$ cat config.mk
export PLATFORM = sky130hd
export DESIGN_NAME = lcd_bus_writer_flat
export DESIGN_NICKNAME = d
export VERILOG_FILES = /design/src/rtl/lcd_bus_writer_if.sv /design/src/rtl/lcd_bus_writer.sv /design/src/flat_wrapper.sv
export SDC_FILE = /design/constraint.sdc
export NUM_CORES = 1
export LEC_CHECK = 0
export CAP_MARGIN = 20
export CORE_UTILIZATION = 50
export DETAILED_ROUTE_END_ITERATION = 10
export PLACE_DENSITY = 0.84
export SLEW_MARGIN = 10
export SYNTH_ARGS = -nofsm -noshare
export SYNTH_HDL_FRONTEND = slang
export SYNTH_SLANG_ARGS = --single-unit
export TNS_END_PERCENT = 30
$ cat constraint.sdc
create_clock -name clk -period 4.3 [get_ports clk]
set_input_delay 0.645 -clock clk [delete_from_list [all_inputs] [get_ports clk]]
set_output_delay 0.645 -clock clk [all_outputs]
set_load 0.01 [all_outputs]
$ cat src/rtl/lcd_bus_writer_if.sv
// Command/data word stream feeding the LCD bus writer.
// The producer drives data/dc/valid and the writer answers with ready.
interface lcd_bus_writer_if #(
    parameter int DataWidth = 18
);
    logic [DataWidth-1:0] in_data;
    logic                 in_dc;
    logic                 in_valid;
    logic                 in_ready;

    modport master (
        output in_data,
        output in_dc,
        output in_valid,
        input  in_ready
    );

    modport slave (
        input  in_data,
        input  in_dc,
        input  in_valid,
        output in_ready
    );
endinterface : lcd_bus_writer_if

$ cat src/rtl/lcd_bus_writer.sv
// 8080-style write-only LCD bus serialiser with panel hardware-reset sequencing.
// Define LCD_BUS_WRITER_FIFO_EN to add a FifoDepth-entry input FIFO (default: single holding register).
module lcd_bus_writer #(
    parameter int DataWidth       = 18,
    parameter int StrobeCount     = 2,
    parameter int HoldCount       = 2,
    parameter int ResetTimerCount = 100,
    parameter int FifoDepth       = 4
) (
    input  logic                 clk,
    input  logic                 rst_n,
    lcd_bus_writer_if.slave      in_if,
    input  logic                 panel_reset_request_i,
    input  logic                 backlight_i,
    output logic                 busy_o,
    output logic [DataWidth-1:0] lcd_db_o,
    output logic                 lcd_wr_o,
    output logic                 lcd_rd_o,
    output logic                 lcd_rs_o,
    output logic                 lcd_cs_o,
    output logic                 lcd_rst_o,
    output logic                 lcd_blen_o
);

    localparam int MaxCount =
        (ResetTimerCount > StrobeCount)
            ? ((ResetTimerCount > HoldCount) ? ResetTimerCount : HoldCount)
            : ((StrobeCount > HoldCount) ? StrobeCount : HoldCount);
    localparam int CntW = (MaxCount > 1) ? $clog2(MaxCount) : 1;

    localparam logic [CntW-1:0] RstLast    = CntW'(ResetTimerCount - 1);
    localparam logic [CntW-1:0] StrobeLast = CntW'(StrobeCount - 1);
    localparam logic [CntW-1:0] HoldLast   = CntW'(HoldCount - 1);

    if (StrobeCount < 1 || HoldCount < 1 || ResetTimerCount < 1 ||
        FifoDepth < 2 || (FifoDepth & (FifoDepth - 1)) != 0) begin : g_param_check
        $error("lcd_bus_writer: illegal parameter set");
    end

    typedef enum logic [2:0] {
        RST_ASSERT,
        RST_RECOVER,
        IDLE,
        SETUP,
        STROBE,
        HOLD
    } state_e;

    state_e               state_q, state_d;
    logic [CntW-1:0]      cnt_q, cnt_d;
    logic                 req_q, req_d;
    logic                 cs_q, cs_d;
    logic                 wr_q, wr_d;
    logic                 rs_q, rs_d;
    logic [DataWidth-1:0] db_q, db_d;
    logic                 rst_q, rst_d;
    logic                 blen_q;

    logic                 req_any;
    logic                 base_ready;
    logic                 in_ready;
    logic                 accept;
    logic                 queue_empty;
    logic                 have_word;
    logic                 src_dc;
    logic [DataWidth-1:0] src_data;

    // A request seen this very cycle already blocks acceptance.
    assign req_any   = req_q | panel_reset_request_i;
    assign in_ready  = base_ready & ~req_any;
    assign accept    = in_if.in_valid & in_ready;
    assign have_word = accept | ~queue_empty;

`ifdef LCD_BUS_WRITER_FIFO_EN
    localparam int AddrW = $clog2(FifoDepth);

    logic [DataWidth:0] mem_q [FifoDepth];
    logic [AddrW:0]     wr_ptr_q, rd_ptr_q;
    logic [DataWidth:0] head;
    logic               fifo_empty, fifo_full;
    logic               launch, flush, push, pop;

    assign fifo_empty = (wr_ptr_q == rd_ptr_q);
    assign fifo_full  = (wr_ptr_q[AddrW] != rd_ptr_q[AddrW]) &&
                        (wr_ptr_q[AddrW-1:0] == rd_ptr_q[AddrW-1:0]);
    assign head       = mem_q[rd_ptr_q[AddrW-1:0]];

    // An empty FIFO is bypassed so a lone word still reaches SETUP one cycle after acceptance.
    assign launch = (state_d == SETUP);
    assign flush  = (state_d == RST_ASSERT);
    assign pop    = launch & ~fifo_empty;
    assign push   = accept & ~(launch & fifo_empty);

    assign queue_empty = fifo_empty;
    assign base_ready  = ~fifo_full && (state_q != RST_ASSERT) && (state_q != RST_RECOVER);
    assign src_dc      = fifo_empty ? in_if.in_dc   : head[DataWidth];
    assign src_data    = fifo_empty ? in_if.in_data : head[DataWidth-1:0];

    // NOTE: storage arrays carry no reset; the pointers alone define which entries are valid.
    always_ff @(posedge clk) begin
        if (push) begin
            mem_q[wr_ptr_q[AddrW-1:0]] <= {in_if.in_dc, in_if.in_data};
        end
    end

    always_ff @(posedge clk or negedge rst_n) begin
        if (!rst_n) begin
            wr_ptr_q <= '0;
            rd_ptr_q <= '0;
        end else if (flush) begin
            wr_ptr_q <= '0;
            rd_ptr_q <= '0;
        end else begin
            if (push) wr_ptr_q <= wr_ptr_q + (AddrW + 1)'(1);
            if (pop)  rd_ptr_q <= rd_ptr_q + (AddrW + 1)'(1);
        end
    end
`else
    // The bus registers double as the single holding register.
    assign queue_empty = 1'b1;
    assign base_ready  = (state_q == IDLE) || (state_q == HOLD && cnt_q == HoldLast);
    assign src_dc      = in_if.in_dc;
    assign src_data    = in_if.in_data;
`endif

    always_comb begin
        // NOTE: every signal gets a default up front so no path can infer a latch.
        state_d = state_q;
        cnt_d   = cnt_q + CntW'(1);
        cs_d    = cs_q;
        wr_d    = wr_q;
        rs_d    = rs_q;
        db_d    = db_q;
        rst_d   = rst_q;

        unique case (state_q)
            RST_ASSERT: begin
                if (panel_reset_request_i) begin
                    cnt_d = '0;
                end else if (cnt_q == RstLast) begin
                    state_d = RST_RECOVER;
                    cnt_d   = '0;
                    rst_d   = 1'b1;
                end
            end
            RST_RECOVER: begin
                if (panel_reset_request_i) begin
                    state_d = RST_ASSERT;
                    cnt_d   = '0;
                    rst_d   = 1'b0;
                end else if (cnt_q == RstLast) begin
                    state_d = IDLE;
                    cnt_d   = '0;
                end
            end
            IDLE: begin
                if (req_any) begin
                    state_d = RST_ASSERT;
                    cnt_d   = '0;
                    rst_d   = 1'b0;
                end else if (have_word) begin
                    state_d = SETUP;
                    cnt_d   = '0;
                    cs_d    = 1'b0;
                    rs_d    = src_dc;
                    db_d    = src_data;
                end
            end
            SETUP: begin
                state_d = STROBE;
                cnt_d   = '0;
                wr_d    = 1'b0;
            end
            STROBE: begin
                if (cnt_q == StrobeLast) begin
                    state_d = HOLD;
                    cnt_d   = '0;
                    wr_d    = 1'b1;
                end
            end
            HOLD: begin
                if (cnt_q == HoldLast) begin
                    cnt_d = '0;
                    if (req_any) begin
                        state_d = RST_ASSERT;
                        cs_d    = 1'b1;
                        rst_d   = 1'b0;
                    end else if (have_word) begin
                        // Back-to-back: chip select stays low across the word boundary.
                        state_d = SETUP;
                        rs_d    = src_dc;
                        db_d    = src_data;
                    end else begin
                        state_d = IDLE;
                        cs_d    = 1'b1;
                    end
                end
            end
            default: begin
                state_d = RST_ASSERT;
                cnt_d   = '0;
                cs_d    = 1'b1;
                wr_d    = 1'b1;
                rst_d   = 1'b0;
            end
        endcase

        // The latch clears as soon as the reset sequence (re)starts.
        req_d = req_any & (state_d != RST_ASSERT);
    end

    always_ff @(posedge clk or negedge rst_n) begin
        if (!rst_n) begin
            state_q <= RST_ASSERT;
            cnt_q   <= '0;
            req_q   <= 1'b0;
            cs_q    <= 1'b1;
            wr_q    <= 1'b1;
            rs_q    <= 1'b0;
            db_q    <= '0;
            rst_q   <= 1'b0;
            blen_q  <= 1'b0;
        end else begin
            // NOTE: non-blocking assignments keep every register sampling pre-edge values.
            state_q <= state_d;
            cnt_q   <= cnt_d;
            req_q   <= req_d;
            cs_q    <= cs_d;
            wr_q    <= wr_d;
            rs_q    <= rs_d;
            db_q    <= db_d;
            rst_q   <= rst_d;
            blen_q  <= backlight_i;
        end
    end

    assign in_if.in_ready = in_ready;
    assign busy_o         = (state_q != IDLE) | ~queue_empty | req_q;
    assign lcd_db_o       = db_q;
    assign lcd_wr_o       = wr_q;
    assign lcd_rd_o       = 1'b1;
    assign lcd_rs_o       = rs_q;
    assign lcd_cs_o       = cs_q;
    assign lcd_rst_o      = rst_q;
    assign lcd_blen_o     = blen_q;

endmodule : lcd_bus_writer
$ cat src/flat_wrapper.sv
// flat-port wrapper written by rule: the top's interface ports become plain ports
module lcd_bus_writer_flat 
#(
    parameter int DataWidth       = 18,
    parameter int StrobeCount     = 2,
    parameter int HoldCount       = 2,
    parameter int ResetTimerCount = 100,
    parameter int FifoDepth       = 4
)
  (clk, rst_n, panel_reset_request_i, backlight_i, busy_o, lcd_db_o, lcd_wr_o, lcd_rd_o, lcd_rs_o, lcd_cs_o, lcd_rst_o, lcd_blen_o, in_if_in_data, in_if_in_dc, in_if_in_valid, in_if_in_ready);
  lcd_bus_writer_if #(.DataWidth(DataWidth)) in_if_i ();
  input  logic clk;
  input  logic rst_n;
  input  logic panel_reset_request_i;
  input  logic backlight_i;
  output logic busy_o;
  output logic [DataWidth-1:0] lcd_db_o;
  output logic lcd_wr_o;
  output logic lcd_rd_o;
  output logic lcd_rs_o;
  output logic lcd_cs_o;
  output logic lcd_rst_o;
  output logic lcd_blen_o;
  input wire logic [$bits(in_if_i.in_data)-1:0] in_if_in_data;
  input wire logic [$bits(in_if_i.in_dc)-1:0] in_if_in_dc;
  input wire logic [$bits(in_if_i.in_valid)-1:0] in_if_in_valid;
  output wire logic [$bits(in_if_i.in_ready)-1:0] in_if_in_ready;
  assign in_if_i.in_data = in_if_in_data;
  assign in_if_i.in_dc = in_if_in_dc;
  assign in_if_i.in_valid = in_if_in_valid;
  assign in_if_in_ready = in_if_i.in_ready;
  lcd_bus_writer #(.DataWidth(DataWidth), .StrobeCount(StrobeCount), .HoldCount(HoldCount), .ResetTimerCount(ResetTimerCount), .FifoDepth(FifoDepth)) u_core (.clk(clk), .rst_n(rst_n), .in_if(in_if_i), .panel_reset_request_i(panel_reset_request_i), .backlight_i(backlight_i), .busy_o(busy_o), .lcd_db_o(lcd_db_o), .lcd_wr_o(lcd_wr_o), .lcd_rd_o(lcd_rd_o), .lcd_rs_o(lcd_rs_o), .lcd_cs_o(lcd_cs_o), .lcd_rst_o(lcd_rst_o), .lcd_blen_o(lcd_blen_o));
endmodule
* Word-level counts from Yosys, hierarchy flattened *
Index checks and enable logic that the tools add are counted.

word-level totals
  register bits = 34
  input bits = 24
  output and inout bits = 26

cells by class
  add/sub/neg operators = 1
  equal/unequal tests = 16
  multiplexer cells = 39
  bitwise gates (word level) = 9
  reductions and logical operators = 14

operators with widths
  operator                                              count
  2-to-1 mux 18 bit                                     3
  one-hot mux 18 bit (2 select lines)                   1
  2-to-1 mux 7 bit                                      5
  2-to-1 mux 3 bit                                      9
  one-hot mux 7 bit (3 select lines)                    1
  one-hot mux 3 bit (6 select lines)                    1
  2-to-1 mux 1 bit                                      15
  AND reduction 5 bit                                   2
  != test 2 bit (second input constant)                 4
  OR reduction 4 bit                                    2
  adder 7 x 1 -> 7 bit (second input constant)          1
  equality test 7 x 1 -> 1 bit (second input constant)  1
  equality test 7 bit (second input constant)           1
  equality test 3 x 2 -> 1 bit (second input constant)  2
  equality test 3 bit (second input constant)           2
  != test 2 x 1 -> 1 bit (second input constant)        3
  != test 3 x 2 -> 1 bit (second input constant)        2
  one-hot mux 1 bit (3 select lines)                    2
  OR reduction 2 bit                                    3
  one-hot mux 1 bit (5 select lines)                    1
  inverter 1 bit                                        4
  AND reduction 2 bit                                   2
  bitwise AND 1 bit                                     3
  equality test 3 x 1 -> 1 bit (second input constant)  1
  other kinds (7)                                       8

* Depth between registers and ports, before layout *
  depth after elaboration = 11
  gate-level depth with buffers = 7

* Worst setup path before layout *
Ideal clock, no wire load.

  path type = input -> register
  start = input panel_reset_request_i
  end = register u_core.db_q[10] (netlist: u_core.lcd_db_o[10])
  setup time = 0.125 ns
  data arrival time = 1.877 ns
  required time = 4.175 ns
  setup slack = 2.298 ns
  stages = 6
  path buffers = 3
  cell sequence = buf_6 > or3b_1 > buf_6 > nor2_8 > buf_12 > mux2_4

on the way
  cells in the longest elaborated chain, start to end = 8

RTL lines
  what                                     line                   text
  start: declaration                       flat_wrapper.sv:14     input logic panel_reset_request_i;
  bitwise OR 1 bit (*)                     lcd_bus_writer.sv:69   assign req_any = req_q | panel_reset_request_i;
  inverter 1 bit                           lcd_bus_writer.sv:70   assign in_ready = base_ready & ~req_any;
  bitwise AND 1 bit                        lcd_bus_writer.sv:70
  bitwise AND 1 bit                        lcd_bus_writer.sv:71   assign accept = in_if.in_valid & in_ready;
  2-to-1 mux 18 bit                        -
  2-to-1 mux 18 bit (*)                    -
  2-to-1 mux 18 bit                        -
  one-hot mux 18 bit (2 select lines) (*)  -
  end signal: assignment                   lcd_bus_writer.sv:220  db_q <= '0;
  end signal: assignment                   lcd_bus_writer.sv:231  db_q <= db_d;
  end: declaration                         lcd_bus_writer.sv:55   logic [DataWidth-1:0] db_q, db_d;

Every way passes the cells marked *; elsewhere a longest branch is shown, timed or not. The select of a mux whose other input is x is not followed.
A chain may end at the register's enable or synchronous reset.

* Worst setup path after layout *
  start = register u_core.state_q[0]
  end = output in_if_in_ready

on the way
  cells in the longest elaborated chain, start to end = 4
  elaborated cells on any way between the ends = 5
  classes of those cells = 2 x eq/ne; 1 x bitwise; 2 x reduce/logical

RTL lines
  what                      line                   text
  start: declaration        lcd_bus_writer.sv:49   state_e state_q, state_d;
  start signal: assignment  lcd_bus_writer.sv:225  state_q <= state_d;
  equality test 3 bit       lcd_bus_writer.sv:121  assign base_ready = (state_q == IDLE) || (state_q == HOLD && cnt_q == HoldLast);
  logical AND 1 bit         lcd_bus_writer.sv:121
  logical OR 1 bit (*)      lcd_bus_writer.sv:121
  bitwise AND 1 bit (*)     lcd_bus_writer.sv:70
  end: declaration          flat_wrapper.sv:27     output wire logic [$bits(in_if_i.in_ready)-1:0] in_if_in_ready;

Every way passes the cells marked *; elsewhere a longest branch is shown, timed or not.

==> metrics.txt <==
# TYPE chip_impl_metric gauge
chip_impl_metric{name="place_inst",unit=""} 222
chip_impl_metric{name="route.detailed.vias_per_inst",unit=""} 5.36
chip_impl_metric{name="final.setup_skew",unit="ns"} 0.00442
chip_impl_metric{name="post_cts_buffers",unit=""} 0
chip_impl_metric{name="power.sequential.fraction",unit="%"} 57.2
chip_impl_metric{name="grt_pass1_wl",unit="um"} 5510
chip_impl_metric{name="antenna_left",unit=""} 0
chip_impl_metric{name="timing.max_cap.violations",unit=""} 0
chip_impl_metric{name="timing_max_transition_violations_final",unit=""} 0
chip_impl_metric{name="register_area",unit="sq um"} 853
chip_impl_metric{name="cts_max_level",unit=""} 2
chip_impl_metric{name="finalSetupViolCount",unit=""} 0
chip_impl_info{name="yosysMostFrequentCell",value="sky130_fd_sc_hd__dfrtp_1"} 1
chip_impl_metric{name="final.period_utilization",unit="%"} 65.0
chip_impl_metric{name="finalSetupTns",unit="ns"} 0
chip_impl_metric{name="clock_share_of_power",unit="%"} 30.6
chip_impl_metric{name="synthesis.area",unit="sq mm"} 0.00167
chip_impl_metric{name="die_y",unit="um"} 59.8
chip_impl_metric{name="firstDrtPassIters",unit=""} 4
chip_impl_info{name="tritoncts_clock_tree",value="built"} 1
chip_impl_metric{name="grt_antenna_before_repair",unit=""} 0
chip_impl_metric{name="asyncSetResetFlopFracSynth",unit="%"} 100
chip_impl_metric{name="clock_latency",unit="ns"} 0.33
chip_impl_info{name="hold_start",value="u_core.lcd_wr_o"} 1
chip_impl_info{name="grt_setup_unrepaired",value="no"} 1
chip_impl_metric{name="wl_per_cell",unit="um"} 14.5
chip_impl_metric{name="post_route_cells_drive_above_1_share",unit="%"} 18.8
chip_impl_metric{name="place.port_buffers",unit=""} 48
chip_impl_metric{name="power_report.internal_total",unit="uW"} 453
chip_impl_metric{name="p_per_area",unit="mW/mm^2"} 266
chip_impl_metric{name="fin_worst_hold_slack",unit="ns"} 0.488
chip_impl_metric{name="worst-endpoint-required",unit="ns"} 3.65
chip_impl_metric{name="power.switching_fraction",unit="%"} 22.9
chip_impl_metric{name="p_comb_share",unit="%"} 12.2
chip_impl_info{name="synth_top_cell_by_area",value="sky130_fd_sc_hd__dfrtp_1"} 1
chip_impl_metric{name="crit_path_max_incr_delay",unit="ns"} 0.60
chip_impl_metric{name="dieWidth",unit="um"} 59.8
chip_impl_metric{name="antennaDiodeCount",unit=""} 0
chip_impl_metric{name="routed_wl",unit="um"} 3330
chip_impl_info{name="startpoint",value="u_core.state_q[0]"} 1
chip_impl_info{name="cpMaxStageDelayCell",value="sky130_fd_sc_hd__dfrtp_1"} 1
chip_impl_metric{name="dp_hpwl",unit="um"} 2490
chip_impl_metric{name="clk_pin_slew",unit="ns"} 0.10
chip_impl_metric{name="layout.nets",unit=""} 211
chip_impl_info{name="synth_top_cells_by_count",value="sky130_fd_sc_hd__dfrtp_1 (32), sky130_fd_sc_hd__a21oi_1 (10), sky130_fd_sc_hd__mux2_4 (10)"} 1
chip_impl_metric{name="number_of_drc_markers_after_the_initial_detailed_route_iteration",unit=""} 121
chip_impl_metric{name="synth.net_count",unit=""} 161
chip_impl_metric{name="power.net_switching",unit="uW"} 135
chip_impl_info{name="status",value="complete, no violations"} 1
chip_impl_metric{name="row_count",unit=""} 20
chip_impl_metric{name="number_of_buffers_on_the_longest_clock_path",unit=""} 2
chip_impl_metric{name="fmaxAchievable",unit="MHz"} 358
chip_impl_info{name="synth_flop_cell",value="sky130_fd_sc_hd__dfrtp_1"} 1
chip_impl_info{name="cp_top_family",value="flip-flops"} 1
chip_impl_metric{name="peakVddDrop",unit="mV"} 0.178
chip_impl_metric{name="globalRouteOverflowTotal",unit=""} 0
chip_impl_metric{name="fin_crit_period",unit="ns"} 2.79
chip_impl_metric{name="vias",unit=""} 1232
chip_impl_info{name="critical_path_class",value="reg2out"} 1
chip_impl_metric{name="ios",unit=""} 50
chip_impl_metric{name="groute.usage.overall",unit="%"} 21.5
chip_impl_metric{name="multiInputGateArea",unit="sq um"} 734
chip_impl_metric{name="synth.ff_latch_count",unit=""} 34
chip_impl_info{name="cts-root-buf",value="sky130_fd_sc_hd__clkbuf_4"} 1
chip_impl_metric{name="drc_errors",unit=""} 0
chip_impl_metric{name="finalNonFillerCells",unit=""} 230
chip_impl_metric{name="numClockSinks",unit=""} 34
chip_impl_metric{name="timing.reg2reg.setup_slack",unit="ns"} 2.35
chip_impl_metric{name="yosys_warnings",unit=""} 0
chip_impl_metric{name="final_hold_viol_count",unit=""} 0
chip_impl_metric{name="cts-hold-fix-buffers",unit=""} 0
chip_impl_metric{name="postSynthAreaPerCell",unit="sq um"} 12.4
chip_impl_metric{name="worst-path-buf-inv",unit=""} 1
chip_impl_metric{name="syn2layout_area_growth",unit="%"} 32.5
chip_impl_metric{name="synthDominantCellAreaShare",unit="%"} 48.0
chip_impl_metric{name="yosysSeqAreaShare",unit="%"} 51.2
chip_impl_metric{name="gp_congestion",unit=""} 0.834
chip_impl_metric{name="synth_edf_count",unit=""} 0
chip_impl_metric{name="synth.lib_cells_used.distinct",unit=""} 43
chip_impl_metric{name="placeableCoreArea",unit="sq mm"} 0.00310
chip_impl_info{name="min_path_type",value="reg2reg"} 1
chip_impl_info{name="worst_r2r_startpoint",value="u_core.state_q[0]"} 1
chip_impl_metric{name="die_area",unit="sq mm"} 0.00357
chip_impl_metric{name="cp_max_fo",unit=""} 13
chip_impl_metric{name="fill_cells",unit=""} 228
chip_impl_metric{name="cp_data_arrival_time",unit="ns"} 2.15
chip_impl_metric{name="initial_core_util",unit="%"} 53.8
chip_impl_info{name="start_kind",value="flip-flop"} 1
chip_impl_metric{name="via_count_of_the_first_global_routing_pass",unit=""} 1203
chip_impl_info{name="cp_cell_sequence",value="and4bb_2 > a31oi_4 > nor3_1 > clkdlybuf4s50_1"} 1
chip_impl_metric{name="post_cts_resize_count",unit=""} 0
chip_impl_info{name="synth.area.top_cells",value="sky130_fd_sc_hd__dfrtp_1 (48%), sky130_fd_sc_hd__mux2_4 (9.0%), sky130_fd_sc_hd__mux2_2 (6.1%), sky130_fd_sc_hd__dfstp_2 (3.2%), sky130_fd_sc_hd__a21oi_1 (3.0%)"} 1
chip_impl_info{name="critical_path_capture_point_type",value="primary output"} 1
chip_impl_metric{name="cts_made_buffers",unit=""} 5
chip_impl_metric{name="p_leak",unit="uW"} 0.000962
chip_impl_metric{name="largest_net_degree_at_the_start_of_global_routing",unit=""} 35
chip_impl_metric{name="synthesis.instances",unit=""} 135
==> cell usage in the layout, fill, tap and decap left out, drive strengths merged, types with 2 or more instances in the layout <==
cell type / instances
a21oi: 10
a31oi: 3
clkbuf: 7
clkdlybuf4s50: 48
dfrtp: 32
dfstp: 2
ha: 2
inv: 5
mux2: 19
nand2: 6
nand2b: 3
nand3: 3
nand4: 2
nor2: 8
nor3: 3
nor3b: 2
nor4: 2
o21a: 2
o21ai: 5
xnor2: 3
xor2: 2
==> cells by family (layout without fill, tap and decap cells) <==
logic type,after synthesis,after routing,share of synthesized area (%)
other,1,1,0.225
buffers and inverters,11,62,4.80
multiplexers,19,19,15.1
AND/OR/NAND/NOR,35,35,12.9
adder cells (fa/ha/maj),2,2,1.50
flip-flops,34,34,51.2
AO/OA/AOI/OAI,28,28,11.7
XOR/XNOR,5,5,2.63
==> worst min-delay path: cells and delay by family, from the launching register on <==
kind / cells / cell delay, ns
DFF: 1 / 0.38
AOI/OAI and AO/OA: 1 / 0.07
and+or+nand+nor: 1 / 0.04
==> worst paths after layout <==
kind | to | depth (start not counted)
max | in_if_in_ready | 4
min | u_core.lcd_wr_o | 2
max reg2reg | u_core.lcd_db_o[17] | 4
min reg2reg | u_core.lcd_wr_o | 2
max in group asynchronous | u_core.lcd_cs_o | 2
min in group asynchronous | u_core.lcd_db_o[2] | 2
==> state kept, by name (all words and copies together) (netlist names) <==
register           flops
u_core.cnt_q           7
u_core.lcd_blen_o      1
u_core.lcd_cs_o        1
u_core.lcd_db_o       18
u_core.lcd_rs_o        1
u_core.lcd_rst_o       1
u_core.lcd_wr_o        1
u_core.req_q           1
u_core.state_q         3
==> power by group through the flow <==
| stage | clock network (uW) | logic, uW | registers [uW] |
|---|---|---|---|
| 6_report | 180 | 71.9 | 336 |
| 5_1_grt | 199 | 78.3 | 337 |
| 4_1_cts | 186 | 72.8 | 336 |
| 3_5_place_dp | 0 | 72.6 | 342 |
| 3_3_place_gp | 0 | 70.9 | 341 |
| 2_1_floorplan | 0 | 25.1 | 344 |
==> layer usage <==
metal / track usage, % / share of wire, % / up-vias
met1: 27.8 / 43 / 578
met3: 6.06 / 6.4 / 11
li1: - / - / 587
met5: 0 / 0 / -
met2: 33.2 / 48 / 56
met4: 10.6 / 2.4 / 0
==> metrics by stage <==
step / worst slack, ns / total power, uW / cell area [sq um] / util [%]
after floorplan: 2.30 / 370 / 1670 / -
after global placement: 1.73 / 412 / 2150 / 69.3
after detailed placement: 1.68 / 414 / 2150 / 69.3
after CTS: 1.51 / 595 / 2210 / 71.2
after global routing: 1.35 / 615 / 2210 / 71.2
final: 1.51 / 587 / 2210 / 71.2
==> area by class of cell <==
| cell class | instances | share of cell area [%] |
|---|---|---|
| flip-flops and latches | 34 | 38.6 |
| multi-input cells | 90 | 33.2 |
| repair buffers | 49 | 22.1 |
| clock buffers | 7 | 2.49 |
| well taps | 44 | 2.49 |
| inverters | 5 | 0.849 |
| clock inverters | 1 | 0.227 |
(Power assumes the default switching activity.)
